## config.mk

```make
export PLATFORM = sky130hd
export DESIGN_NAME = sram_arbiter_flat
export DESIGN_NICKNAME = d
export VERILOG_FILES = /design/src/rtl/sram_arbiter_if.sv /design/src/rtl/sram_arbiter.sv /design/src/flat_wrapper.sv
export SDC_FILE = /design/constraint.sdc
export NUM_CORES = 1
export LEC_CHECK = 0
export CELL_PAD_IN_SITES_DETAIL_PLACEMENT = 0
export CELL_PAD_IN_SITES_GLOBAL_PLACEMENT = 1
export CORE_AREA = 3 3 168 170
export CTS_CLUSTER_SIZE = 16
export DETAILED_ROUTE_END_ITERATION = 12
export DIE_AREA = 0 0 171 173
export PLACE_DENSITY_LB_ADDON = 0.3
export SYNTH_ARGS = -nofsm -noshare
export SYNTH_HDL_FRONTEND = slang
export SYNTH_SLANG_ARGS = --single-unit
```

## constraint.sdc

```tcl
create_clock -name clk -period 2.5 [get_ports clk]
set_clock_uncertainty 0.15 [all_clocks]
set_input_delay 0.25 -clock clk [delete_from_list [all_inputs] [get_ports clk]]
set_output_delay 0.25 -clock clk [all_outputs]
set_load 0.02 [all_outputs]
```

## src/rtl/sram_arbiter_if.sv

```systemverilog
// sram_arbiter_if: AXI-lite read/write bundle shared by the IFU, LSU and SRAM ports of the arbiter.
interface sram_arbiter_if #(
  parameter int ADDR_W = 32,
  parameter int DATA_W = 32
);
  logic [ADDR_W-1:0]   araddr;
  logic                arvalid;
  logic                arready;
  logic [DATA_W-1:0]   rdata;
  logic [1:0]          rresp;
  logic                rvalid;
  logic                rready;
  logic [ADDR_W-1:0]   awaddr;
  logic                awvalid;
  logic                awready;
  logic [DATA_W-1:0]   wdata;
  logic [DATA_W/8-1:0] wstrb;
  logic                wvalid;
  logic                wready;
  logic [1:0]          bresp;
  logic                bvalid;
  logic                bready;
  modport master (
    output araddr, arvalid, rready, awaddr, awvalid, wdata, wstrb, wvalid, bready,
    input  arready, rdata, rresp, rvalid, awready, wready, bresp, bvalid
  );
  modport slave (
    input  araddr, arvalid, rready, awaddr, awvalid, wdata, wstrb, wvalid, bready,
    output arready, rdata, rresp, rvalid, awready, wready, bresp, bvalid
  );
endinterface

```

## src/rtl/sram_arbiter.sv

```systemverilog
// sram_arbiter: round-robin IFU/LSU read arbiter onto one SRAM slave; LSU writes pass straight through.
module sram_arbiter #(
  parameter int ADDR_W = 32,
  parameter int DATA_W = 32
) (
  input logic            clk,
  input logic            rst_n,
  sram_arbiter_if.slave  i_ifu,
  sram_arbiter_if.slave  i_lsu,
  sram_arbiter_if.master o_sram
);
  typedef enum logic [2:0] {IDLE, IFU_ADDR, IFU_DATA, LSU_ADDR, LSU_DATA} state_t;
  state_t r_state, w_next;
  logic   r_last_grant;
  always_ff @(posedge clk) begin
    if (!rst_n) begin
      r_state      <= IDLE;
      r_last_grant <= 1'b1;
    end else begin
      r_state <= w_next;
      if (w_next == IFU_ADDR) r_last_grant <= 1'b0;
      else if (w_next == LSU_ADDR) r_last_grant <= 1'b1;
    end
  end
  // A tie goes to whichever master was not granted last.
  always_comb begin
    w_next = r_state;
    case (r_state)
      IDLE:     w_next = (i_lsu.arvalid && (!i_ifu.arvalid || !r_last_grant)) ? LSU_ADDR :
                         i_ifu.arvalid ? IFU_ADDR : IDLE;
      IFU_ADDR: w_next = (i_ifu.arvalid && o_sram.arready) ? IFU_DATA : IFU_ADDR;
      IFU_DATA: w_next = (o_sram.rvalid && i_ifu.rready) ? IDLE : IFU_DATA;
      LSU_ADDR: w_next = (i_lsu.arvalid && o_sram.arready) ? LSU_DATA : LSU_ADDR;
      LSU_DATA: w_next = (o_sram.rvalid && i_lsu.rready) ? IDLE : LSU_DATA;
      default:  w_next = IDLE;
    endcase
  end
  always_comb begin
    o_sram.araddr  = {ADDR_W{1'b0}};
    o_sram.arvalid = 1'b0;
    o_sram.rready  = 1'b0;
    i_ifu.arready  = 1'b0;
    i_ifu.rvalid   = 1'b0;
    i_ifu.rdata    = {DATA_W{1'b0}};
    i_ifu.rresp    = 2'b00;
    i_lsu.arready  = 1'b0;
    i_lsu.rvalid   = 1'b0;
    i_lsu.rdata    = {DATA_W{1'b0}};
    i_lsu.rresp    = 2'b00;
    case (r_state)
      IFU_ADDR: begin
        o_sram.araddr  = i_ifu.araddr;
        o_sram.arvalid = i_ifu.arvalid;
        i_ifu.arready  = o_sram.arready;
      end
      IFU_DATA: begin
        o_sram.rready = i_ifu.rready;
        i_ifu.rvalid  = o_sram.rvalid;
        i_ifu.rdata   = o_sram.rdata;
        i_ifu.rresp   = o_sram.rresp;
      end
      LSU_ADDR: begin
        o_sram.araddr  = i_lsu.araddr;
        o_sram.arvalid = i_lsu.arvalid;
        i_lsu.arready  = o_sram.arready;
      end
      LSU_DATA: begin
        o_sram.rready = i_lsu.rready;
        i_lsu.rvalid  = o_sram.rvalid;
        i_lsu.rdata   = o_sram.rdata;
        i_lsu.rresp   = o_sram.rresp;
      end
      default: ;
    endcase
  end
  assign o_sram.awaddr  = i_lsu.awaddr;
  assign o_sram.awvalid = i_lsu.awvalid;
  assign i_lsu.awready  = o_sram.awready;
  assign o_sram.wdata   = i_lsu.wdata;
  assign o_sram.wstrb   = i_lsu.wstrb;
  assign o_sram.wvalid  = i_lsu.wvalid;
  assign i_lsu.wready   = o_sram.wready;
  assign i_lsu.bresp    = o_sram.bresp;
  assign i_lsu.bvalid   = o_sram.bvalid;
  assign o_sram.bready  = i_lsu.bready;
  // The IFU is read-only, so its write channels are held idle.
  assign i_ifu.awready  = 1'b0;
  assign i_ifu.wready   = 1'b0;
  assign i_ifu.bresp    = 2'b00;
  assign i_ifu.bvalid   = 1'b0;
endmodule
```

## src/flat_wrapper.sv

```systemverilog
// flat-port wrapper written by rule: the top's interface ports become plain ports
module sram_arbiter_flat 
#(
  parameter int ADDR_W = 32,
  parameter int DATA_W = 32
)
  (clk, rst_n, i_ifu_araddr, i_ifu_arvalid, i_ifu_rready, i_ifu_awaddr, i_ifu_awvalid, i_ifu_wdata, i_ifu_wstrb, i_ifu_wvalid, i_ifu_bready, i_ifu_arready, i_ifu_rdata, i_ifu_rresp, i_ifu_rvalid, i_ifu_awready, i_ifu_wready, i_ifu_bresp, i_ifu_bvalid, i_lsu_araddr, i_lsu_arvalid, i_lsu_rready, i_lsu_awaddr, i_lsu_awvalid, i_lsu_wdata, i_lsu_wstrb, i_lsu_wvalid, i_lsu_bready, i_lsu_arready, i_lsu_rdata, i_lsu_rresp, i_lsu_rvalid, i_lsu_awready, i_lsu_wready, i_lsu_bresp, i_lsu_bvalid, o_sram_araddr, o_sram_arvalid, o_sram_rready, o_sram_awaddr, o_sram_awvalid, o_sram_wdata, o_sram_wstrb, o_sram_wvalid, o_sram_bready, o_sram_arready, o_sram_rdata, o_sram_rresp, o_sram_rvalid, o_sram_awready, o_sram_wready, o_sram_bresp, o_sram_bvalid);
  sram_arbiter_if #(.ADDR_W(ADDR_W), .DATA_W(DATA_W)) i_ifu_i ();
  sram_arbiter_if #(.ADDR_W(ADDR_W), .DATA_W(DATA_W)) i_lsu_i ();
  sram_arbiter_if #(.ADDR_W(ADDR_W), .DATA_W(DATA_W)) o_sram_i ();
  input logic clk;
  input logic rst_n;
  input wire logic [$bits(i_ifu_i.araddr)-1:0] i_ifu_araddr;
  input wire logic [$bits(i_ifu_i.arvalid)-1:0] i_ifu_arvalid;
  input wire logic [$bits(i_ifu_i.rready)-1:0] i_ifu_rready;
  input wire logic [$bits(i_ifu_i.awaddr)-1:0] i_ifu_awaddr;
  input wire logic [$bits(i_ifu_i.awvalid)-1:0] i_ifu_awvalid;
  input wire logic [$bits(i_ifu_i.wdata)-1:0] i_ifu_wdata;
  input wire logic [$bits(i_ifu_i.wstrb)-1:0] i_ifu_wstrb;
  input wire logic [$bits(i_ifu_i.wvalid)-1:0] i_ifu_wvalid;
  input wire logic [$bits(i_ifu_i.bready)-1:0] i_ifu_bready;
  output wire logic [$bits(i_ifu_i.arready)-1:0] i_ifu_arready;
  output wire logic [$bits(i_ifu_i.rdata)-1:0] i_ifu_rdata;
  output wire logic [$bits(i_ifu_i.rresp)-1:0] i_ifu_rresp;
  output wire logic [$bits(i_ifu_i.rvalid)-1:0] i_ifu_rvalid;
  output wire logic [$bits(i_ifu_i.awready)-1:0] i_ifu_awready;
  output wire logic [$bits(i_ifu_i.wready)-1:0] i_ifu_wready;
  output wire logic [$bits(i_ifu_i.bresp)-1:0] i_ifu_bresp;
  output wire logic [$bits(i_ifu_i.bvalid)-1:0] i_ifu_bvalid;
  input wire logic [$bits(i_lsu_i.araddr)-1:0] i_lsu_araddr;
  input wire logic [$bits(i_lsu_i.arvalid)-1:0] i_lsu_arvalid;
  input wire logic [$bits(i_lsu_i.rready)-1:0] i_lsu_rready;
  input wire logic [$bits(i_lsu_i.awaddr)-1:0] i_lsu_awaddr;
  input wire logic [$bits(i_lsu_i.awvalid)-1:0] i_lsu_awvalid;
  input wire logic [$bits(i_lsu_i.wdata)-1:0] i_lsu_wdata;
  input wire logic [$bits(i_lsu_i.wstrb)-1:0] i_lsu_wstrb;
  input wire logic [$bits(i_lsu_i.wvalid)-1:0] i_lsu_wvalid;
  input wire logic [$bits(i_lsu_i.bready)-1:0] i_lsu_bready;
  output wire logic [$bits(i_lsu_i.arready)-1:0] i_lsu_arready;
  output wire logic [$bits(i_lsu_i.rdata)-1:0] i_lsu_rdata;
  output wire logic [$bits(i_lsu_i.rresp)-1:0] i_lsu_rresp;
  output wire logic [$bits(i_lsu_i.rvalid)-1:0] i_lsu_rvalid;
  output wire logic [$bits(i_lsu_i.awready)-1:0] i_lsu_awready;
  output wire logic [$bits(i_lsu_i.wready)-1:0] i_lsu_wready;
  output wire logic [$bits(i_lsu_i.bresp)-1:0] i_lsu_bresp;
  output wire logic [$bits(i_lsu_i.bvalid)-1:0] i_lsu_bvalid;
  output wire logic [$bits(o_sram_i.araddr)-1:0] o_sram_araddr;
  output wire logic [$bits(o_sram_i.arvalid)-1:0] o_sram_arvalid;
  output wire logic [$bits(o_sram_i.rready)-1:0] o_sram_rready;
  output wire logic [$bits(o_sram_i.awaddr)-1:0] o_sram_awaddr;
  output wire logic [$bits(o_sram_i.awvalid)-1:0] o_sram_awvalid;
  output wire logic [$bits(o_sram_i.wdata)-1:0] o_sram_wdata;
  output wire logic [$bits(o_sram_i.wstrb)-1:0] o_sram_wstrb;
  output wire logic [$bits(o_sram_i.wvalid)-1:0] o_sram_wvalid;
  output wire logic [$bits(o_sram_i.bready)-1:0] o_sram_bready;
  input wire logic [$bits(o_sram_i.arready)-1:0] o_sram_arready;
  input wire logic [$bits(o_sram_i.rdata)-1:0] o_sram_rdata;
  input wire logic [$bits(o_sram_i.rresp)-1:0] o_sram_rresp;
  input wire logic [$bits(o_sram_i.rvalid)-1:0] o_sram_rvalid;
  input wire logic [$bits(o_sram_i.awready)-1:0] o_sram_awready;
  input wire logic [$bits(o_sram_i.wready)-1:0] o_sram_wready;
  input wire logic [$bits(o_sram_i.bresp)-1:0] o_sram_bresp;
  input wire logic [$bits(o_sram_i.bvalid)-1:0] o_sram_bvalid;
  assign i_ifu_i.araddr = i_ifu_araddr;
  assign i_ifu_i.arvalid = i_ifu_arvalid;
  assign i_ifu_i.rready = i_ifu_rready;
  assign i_ifu_i.awaddr = i_ifu_awaddr;
  assign i_ifu_i.awvalid = i_ifu_awvalid;
  assign i_ifu_i.wdata = i_ifu_wdata;
  assign i_ifu_i.wstrb = i_ifu_wstrb;
  assign i_ifu_i.wvalid = i_ifu_wvalid;
  assign i_ifu_i.bready = i_ifu_bready;
  assign i_ifu_arready = i_ifu_i.arready;
  assign i_ifu_rdata = i_ifu_i.rdata;
  assign i_ifu_rresp = i_ifu_i.rresp;
  assign i_ifu_rvalid = i_ifu_i.rvalid;
  assign i_ifu_awready = i_ifu_i.awready;
  assign i_ifu_wready = i_ifu_i.wready;
  assign i_ifu_bresp = i_ifu_i.bresp;
  assign i_ifu_bvalid = i_ifu_i.bvalid;
  assign i_lsu_i.araddr = i_lsu_araddr;
  assign i_lsu_i.arvalid = i_lsu_arvalid;
  assign i_lsu_i.rready = i_lsu_rready;
  assign i_lsu_i.awaddr = i_lsu_awaddr;
  assign i_lsu_i.awvalid = i_lsu_awvalid;
  assign i_lsu_i.wdata = i_lsu_wdata;
  assign i_lsu_i.wstrb = i_lsu_wstrb;
  assign i_lsu_i.wvalid = i_lsu_wvalid;
  assign i_lsu_i.bready = i_lsu_bready;
  assign i_lsu_arready = i_lsu_i.arready;
  assign i_lsu_rdata = i_lsu_i.rdata;
  assign i_lsu_rresp = i_lsu_i.rresp;
  assign i_lsu_rvalid = i_lsu_i.rvalid;
  assign i_lsu_awready = i_lsu_i.awready;
  assign i_lsu_wready = i_lsu_i.wready;
  assign i_lsu_bresp = i_lsu_i.bresp;
  assign i_lsu_bvalid = i_lsu_i.bvalid;
  assign o_sram_araddr = o_sram_i.araddr;
  assign o_sram_arvalid = o_sram_i.arvalid;
  assign o_sram_rready = o_sram_i.rready;
  assign o_sram_awaddr = o_sram_i.awaddr;
  assign o_sram_awvalid = o_sram_i.awvalid;
  assign o_sram_wdata = o_sram_i.wdata;
  assign o_sram_wstrb = o_sram_i.wstrb;
  assign o_sram_wvalid = o_sram_i.wvalid;
  assign o_sram_bready = o_sram_i.bready;
  assign o_sram_i.arready = o_sram_arready;
  assign o_sram_i.rdata = o_sram_rdata;
  assign o_sram_i.rresp = o_sram_rresp;
  assign o_sram_i.rvalid = o_sram_rvalid;
  assign o_sram_i.awready = o_sram_awready;
  assign o_sram_i.wready = o_sram_wready;
  assign o_sram_i.bresp = o_sram_bresp;
  assign o_sram_i.bvalid = o_sram_bvalid;
  sram_arbiter #(.ADDR_W(ADDR_W), .DATA_W(DATA_W)) u_core (.clk(clk), .rst_n(rst_n), .i_ifu(i_ifu_i), .i_lsu(i_lsu_i), .o_sram(o_sram_i));
endmodule
```

After elaboration in Yosys (flattened, before gate mapping)
Cells that the tools add are included.

word-level totals
  register bits = 4
  output and inout port bits = 187
  logic and storage cells = 38
  bits of input ports = 253

operators by class
  mux-type cells = 20
  reductions and logical operators = 10
  equal/unequal tests = 6

operator list
  kind                  number
  $mux W32              2
  $pmux W32 S2          1
  $pmux W3 S5           1
  $eq A3 B2 Y1 const B  3
  $mux W3               3
  $mux W2               4
  $mux W1               7
  $eq A3 B1 Y1 const B  2
  $logic_and A1 B1 Y1   5
  $pmux W1 S2           2
  $eq A3 B3 Y1 const B  1
  $logic_not A3 Y1      1
  $logic_not A1 Y1      2
  $reduce_bool A2 Y1    1
  $logic_or A1 B1 Y1    1

Longest topological paths before layout
Gate-level depths: netlist of the first run.

  depth after elaboration = 8
  gate-level depth with buffers = 6

Least setup slack after synthesis of the first run
OpenSTA, ideal clock, no wires.

  path kind = flip-flop to output port
  from = register u_core.r_state[0]
  to = output o_sram_araddr[0]
  cell stages (with the launch flop) = 6
  arrival time = 1189 ps
  path buffers = 2
  setup slack = 911 ps
  cells stage by stage = dfxtp_1 buf_6 inv_2 nor3_4 buf_6 a22o_1

on the way
  cells in the longest elaborated chain, start to end = 2
  elaborated cells between the ends (all ways) = 3

ends and longest elaborated chain
  what                                          line                RTL
  start: declaration                            sram_arbiter.sv:13  state_t r_state, w_next;
  start signal: assignment                      sram_arbiter.sv:20  r_state <= w_next;
  $eq A3 B2 Y1 or $eq A3 B1 Y1 (tied branches)  sram_arbiter.sv:50  case (r_state)
  $pmux W32 S2 *                                sram_arbiter.sv:50
  end: declaration                              flat_wrapper.sv:47  output wire logic [$bits(o_sram_i.araddr)-1:0] o_sram_araddr;

Every way passes the cells marked *; elsewhere a longest branch is shown, timed or not.

Final worst setup path of the first run
  from = register u_core.r_state[1]
  to = output o_sram_rready

on the way
  cells in the longest elaborated chain, start to end = 2
  elaborated cells between the ends (all ways) = 3

ends and longest elaborated chain
  what                                          line                RTL
  $eq A3 B3 Y1 or $eq A3 B2 Y1 (tied branches)  sram_arbiter.sv:50
  $pmux W1 S2 *                                 sram_arbiter.sv:50
  end: declaration                              flat_wrapper.sv:49  output wire logic [$bits(o_sram_i.rready)-1:0] o_sram_rready;

Marks and branches as above.

==> results.sh, run 1 <==
export IMPL_core_area_mm2=0.0269
export IMPL_yosysWarnings=0
export IMPL_final_common_cell="clkdlybuf4s50_1"
export IMPL_synth_distinct_cells=26
export IMPL_power_leakage_nw=1.33
export IMPL_tritoncts="built"
export IMPL_fin_crit_sh=0.960
export IMPL_clock_tree_root_cell="clkbuf_16"
export IMPL_drt_wl_total_mm=10.3
export IMPL_ios=440
export IMPL_gp_congestion=0.685
export IMPL_antenna_diode_count=0
export IMPL_start_util=0.0656
export IMPL_gr_total_overflow=0
export IMPL_comb_power_share=0.710
export IMPL_via_count=1982
export IMPL_place_hpwl_mm=9.20
export IMPL_hold_viol=0
export IMPL_placementRows=60
export IMPL_hold_depth=0
export IMPL_power_internal_mw=0.717
export IMPL_p_per_area_mw_per_mm2=303
export IMPL_fin_setup_tns_ps=0
export IMPL_whs_ps=350
export IMPL_grt_pass1_vias=2045
export IMPL_switching_share=0.368
export IMPL_initialDrtViolationCount=102
export IMPL_rsz0062_at_grt="false"
export IMPL_synthCells=235
export IMPL_slew_violations=0
export IMPL_endpoint_kind="output pin"
export IMPL_first_pass_iters=6
export IMPL_crit_fanout=36
export IMPL_final_cell_area_mm2=0.00375
export IMPL_max_freq_mhz=417
export IMPL_grt_use_total=0.0623
export IMPL_cp_arrival_ps=2000
export IMPL_syn_area_mm2=0.00176
export IMPL_synth_seq_area_share=0.0454
export IMPL_nNetsFinal=619
export IMPL_hold_buffers=0
export IMPL_p_sw_mw=0.417
export IMPL_clk_latency_ps=220
export IMPL_clockBufferDepth=2
export IMPL_max_cap_violations=0
export IMPL_die_x_um=171
export IMPL_cts_clk_slew_worst_paths_ps=30
export IMPL_clock_sinks=4
export IMPL_place_area_mm2=0.00367
export IMPL_via_per_inst=2.81
export IMPL_grt_pass1_wl_mm=14.0
export IMPL_worst_slack_ps=100
export IMPL_place_ws_ps=291
export IMPL_status="finished clean"
export IMPL_p_clk_frac=0.216
export IMPL_setup_violations=0
export IMPL_mostFrequentLayoutCells="clkdlybuf4s50_1 (202), and2_1 (71), a22o_1 (35)"
export IMPL_crit_type="flop to output pin"
export IMPL_synth_seq_cells=4
export IMPL_dieArea_mm2=0.0296
export IMPL_drc=0
export IMPL_syn_avg_cell_area_um2=7.50
export IMPL_antenna_found_initial=0
export IMPL_cp_required_ps=2100
export IMPL_area_delta_synth_final_pct=113
export IMPL_die_h_um=173
export IMPL_power_frac_seq=0.074
export IMPL_power_total_mw=1.13
export IMPL_cts_buffers_inserted=3
export IMPL_h_tree_depth=1
export IMPL_drt_antenna_violating_nets=0
export IMPL_start_kind="flop"
export IMPL_numPortBuffers=211
export IMPL_worst_r2r_cell_count=5
export IMPL_fin_crit_ps=2400
export IMPL_vdd_ir_drop_max_mv=0.137
export IMPL_wl_per_cell_um=14.6
export IMPL_hold_class="primary input to output pin"
export IMPL_final_layout_size_suffix_gt1_frac=0.0742
export IMPL_grt_max_degree=37
## what timing repair did
action	CTS	global route
buffers inserted	0	0
gates resized for setup	0	1
endpoints found under the setup margin	0	14
## worst paths after layout
path                                          start                  end  slack (ps)
worst min-delay path               i_lsu_awaddr[20]    o_sram_awaddr[20]         350
worst max register to register    u_core.r_state[1]  u_core.r_last_grant         830
worst max-delay path              u_core.r_state[1]        o_sram_rready         100
worst min register to register  u_core.r_last_grant  u_core.r_last_grant         370
## power by group through the flow
stage	clock (mW)	sequential, mW	combinational [mW]
after floorplan	0	0.0769	0.552
after global placement	0	0.0839	0.819
after detailed placement	0	0.0844	0.822
after CTS	0.246	0.0835	0.824
after global routing	0.254	0.0841	0.852
final	0.246	0.0837	0.805
## area by class of cell
class	count	area, um^2
Timing Repair Buffer	219	2200
Multi-Input combinational cell	136	958
Fill cell	3054	23100
Clock buffer	3	75.1
Sequential cell	4	81.3
Inverter	2	7.51
Tap cell	341	427
## sequential cells by signal, summed over array words and instances (netlist names)
name                 flops
u_core.r_state           3
u_core.r_last_grant      1
## stage by stage
step,utilization,instances
2_1_floorplan,-,239
3_3_place_gp,0.137,702
3_5_place_dp,0.137,702
4_1_cts,0.139,705
5_1_grt,0.139,705
6_report,0.139,705
## cells in the mapped netlist, drive strengths merged
cell type   n  share of area
nand3       2         0.0057
buf        91           0.40
conb        1         0.0021
a21oi       2         0.0057
dfxtp       4          0.045
a22oi       1         0.0071
o21bai      1         0.0043
nor2b       1         0.0036
inv         2         0.0043
and2       72           0.26
nor3b       2          0.021
clkbuf      6          0.017
and3b       1         0.0050
nand2       5          0.011
and4        1         0.0050
a222oi      1         0.0057
nor3        1         0.0092
nor2        3         0.0064
a311oi      1         0.0050
a22o       35           0.17
o21ai       1         0.0028
nor4b       1         0.0050
## metal layers
layer / GRT usage / part of all wire
met5: 0 / 0
met4: 0.0121 / 0.010
met3: 0.0277 / 0.11
met2: 0.129 / 0.57
met1: 0.0537 / 0.30
## cells by family (layout without fill, tap and decap cells)
family          after synthesis  in the layout  synth area share
flops                         4              4            0.0454
buf+inv                      99            224             0.419
simple gates                 89             89             0.329
compound gates               42             42             0.204
other cells                   1              5           0.00213
## critical path: stages, from the launching register on
cell and delay, ps:
dfxtp_1 480, nor3b_4 300, buf_12 210, a22o_1 150, clkdlybuf4s50_1 620
No activity file was read; power rests on OpenSTA's default activity.
==> run 2: changes to the inputs <==
--- a/config.mk
+++ b/config.mk
@@ -6,7 +6,7 @@
 export NUM_CORES = 1
 export LEC_CHECK = 0
 export CELL_PAD_IN_SITES_DETAIL_PLACEMENT = 0
-export CELL_PAD_IN_SITES_GLOBAL_PLACEMENT = 1
+export CELL_PAD_IN_SITES_GLOBAL_PLACEMENT = 2
 export CORE_AREA = 3 3 168 170
 export CTS_CLUSTER_SIZE = 16
 export DETAILED_ROUTE_END_ITERATION = 12
==> results.sh, run 2 (synthesized netlist as in run 1, its figures left out) <==
export IMPL_clockBufferDepth=2
export IMPL_slew_violations=0
export IMPL_die_x_um=171
export IMPL_p_sw_mw=0.409
export IMPL_top_usage_layer="met2"
export IMPL_antenna_found_initial=0
export IMPL_drt_wl_total_mm=9.18
export IMPL_nNetsFinal=618
export IMPL_top_regs="u_core.r_state: 3 flops, u_core.r_last_grant: 1 flops"
export IMPL_place_ws_ps=243
export IMPL_grt_max_degree=38
export IMPL_final_util=0.140
export IMPL_post_cts_setup_buffers=0
export IMPL_max_cap_violations=0
export IMPL_area_delta_synth_final_pct=114
export IMPL_rsz0062_at_grt="false"
export IMPL_cts_resized=0
export IMPL_use_met2=0.118
export IMPL_fin_crit_sh=0.958
export IMPL_final_common_cell="clkdlybuf4s50_1"
export IMPL_p_per_area_mw_per_mm2=300
export IMPL_endpoint_kind="output pin"
export IMPL_numPortBuffers=211
export IMPL_hold_buffers=0
export IMPL_comb_power_share=0.704
export IMPL_vdd_ir_drop_max_mv=0.153
export IMPL_p_clk_frac=0.221
export IMPL_gr_total_overflow=0
export IMPL_cp_required_ps=2100
export IMPL_hold_class="primary input to output pin"
export IMPL_first_pass_iters=4
export IMPL_max_freq_mhz=417
export IMPL_nFillCells=3067
export IMPL_hold_viol=0
export IMPL_multi_input_area_um2=958
export IMPL_fin_crit_ps=2400
export IMPL_cp_arrival_ps=2000
export IMPL_placementRows=60
export IMPL_grt_use_met1=0.0490
export IMPL_power_internal_mw=0.721
export IMPL_antenna_diode_count=0
export IMPL_mostFrequentLayoutCells="clkdlybuf4s50_1 (206), and2_1 (71), a22o_1 (35)"
export IMPL_die_h_um=173
export IMPL_largest_register_ffs=3
export IMPL_power_leakage_nw=1.36
export IMPL_fin_setup_tns_ps=0
export IMPL_core_area_mm2=0.0269
export IMPL_crit_fanout=34
export IMPL_tritoncts="built"
export IMPL_drc=0
export IMPL_grt_pass1_vias=2113
export IMPL_status="finished clean"
export IMPL_final_layout_size_suffix_gt1_frac=0.0551
export IMPL_register_area_um2=82.6
export IMPL_drt_antenna_violating_nets=0
export IMPL_power_frac_seq=0.075
export IMPL_switching_share=0.362
export IMPL_clock_tree_root_cell="clkbuf_16"
export IMPL_regMostFlops="u_core.r_state"
export IMPL_grt_use_total=0.0570
export IMPL_initialDrtViolationCount=48
export IMPL_clock_sinks=4
export IMPL_worst_slack_ps=105
export IMPL_start_kind="flop"
export IMPL_cts_clk_slew_worst_paths_ps=30
export IMPL_grtUsageMet3=0.0162
export IMPL_wl_per_cell_um=13.0
export IMPL_h_tree_depth=1
export IMPL_via_count=2025
export IMPL_dieArea_mm2=0.0296
export IMPL_crit_type="flop to output pin"
export IMPL_clk_latency_ps=220
export IMPL_ios=440
export IMPL_start_util=0.0656
export IMPL_cts_buffers_inserted=3
export IMPL_setup_violations=0
export IMPL_grt_pass1_wl_mm=13.0
export IMPL_place_hpwl_mm=7.87
export IMPL_via_per_inst=2.88
export IMPL_gp_congestion=0.697
[run 2: changes by cell type in the layout (fill, tap and decap cells not counted), sizes merged]
cell / before / now
buf: 17 / 9
clkdlybuf4s50: 202 / 206
dlymetal6s2s: 0 / 3
[run 2: per-layer routing]
metal  wire [um]  vias to the layer above
li1            -                      957
met1        2770                      909
met2        5150                      126
met3         958                       33
met4         295                        0
met5           0                        -
[run 2: cell type report]
type,instances,share of cell area
multi-input combinational,136,0.254
clock buffer,3,0.0199
sequential,4,0.0219
tap,341,0.113
timing repair buffer,218,0.589
inverter,2,0.00199
[run 2: path summary, 6_finish.rpt]
| kind | start | to | slack, ps | depth (start not counted) |
|---|---|---|---|---|
| setup / recovery | u_core.r_state[0] | o_sram_araddr[22] | 100 | 5 |
| hold / removal | o_sram_wready | i_lsu_wready | 350 | 0 |
| setup reg to reg | u_core.r_state[0] | u_core.r_last_grant | 870 | 5 |
| hold reg to reg | u_core.r_last_grant | u_core.r_last_grant | 360 | 2 |
[run 2: worst max-delay path, cell delays in order (launching register included)]
cell and delay, ps:
dfxtp_1 430, inv_2 90, nor3_4 200, buf_12 220, a22o_1 190, clkdlybuf4s50_1 620
[run 2: metrics by stage]
step	power (mW)	hold WS, ps	instance area (um^2)	cells
4_1_cts	1.15	350	3760	704
2_1_floorplan	0.629	244	1780	239
3_3_place_gp	0.902	350	3680	701
6_report	1.13	350	3770	704
5_1_grt	1.19	350	3770	704
3_5_place_dp	0.899	350	3680	701
[run 2: power by group through the flow]
| stage | clock (mW) | sequential (mW) | combinational [mW] |
|---|---|---|---|
| 4_1_cts | 0.253 | 0.0848 | 0.816 |
| 6_report | 0.250 | 0.0851 | 0.795 |
| 2_1_floorplan | 0 | 0.0769 | 0.552 |
| 3_3_place_gp | 0 | 0.0857 | 0.817 |
| 5_1_grt | 0.260 | 0.0863 | 0.848 |
| 3_5_place_dp | 0 | 0.0855 | 0.813 |
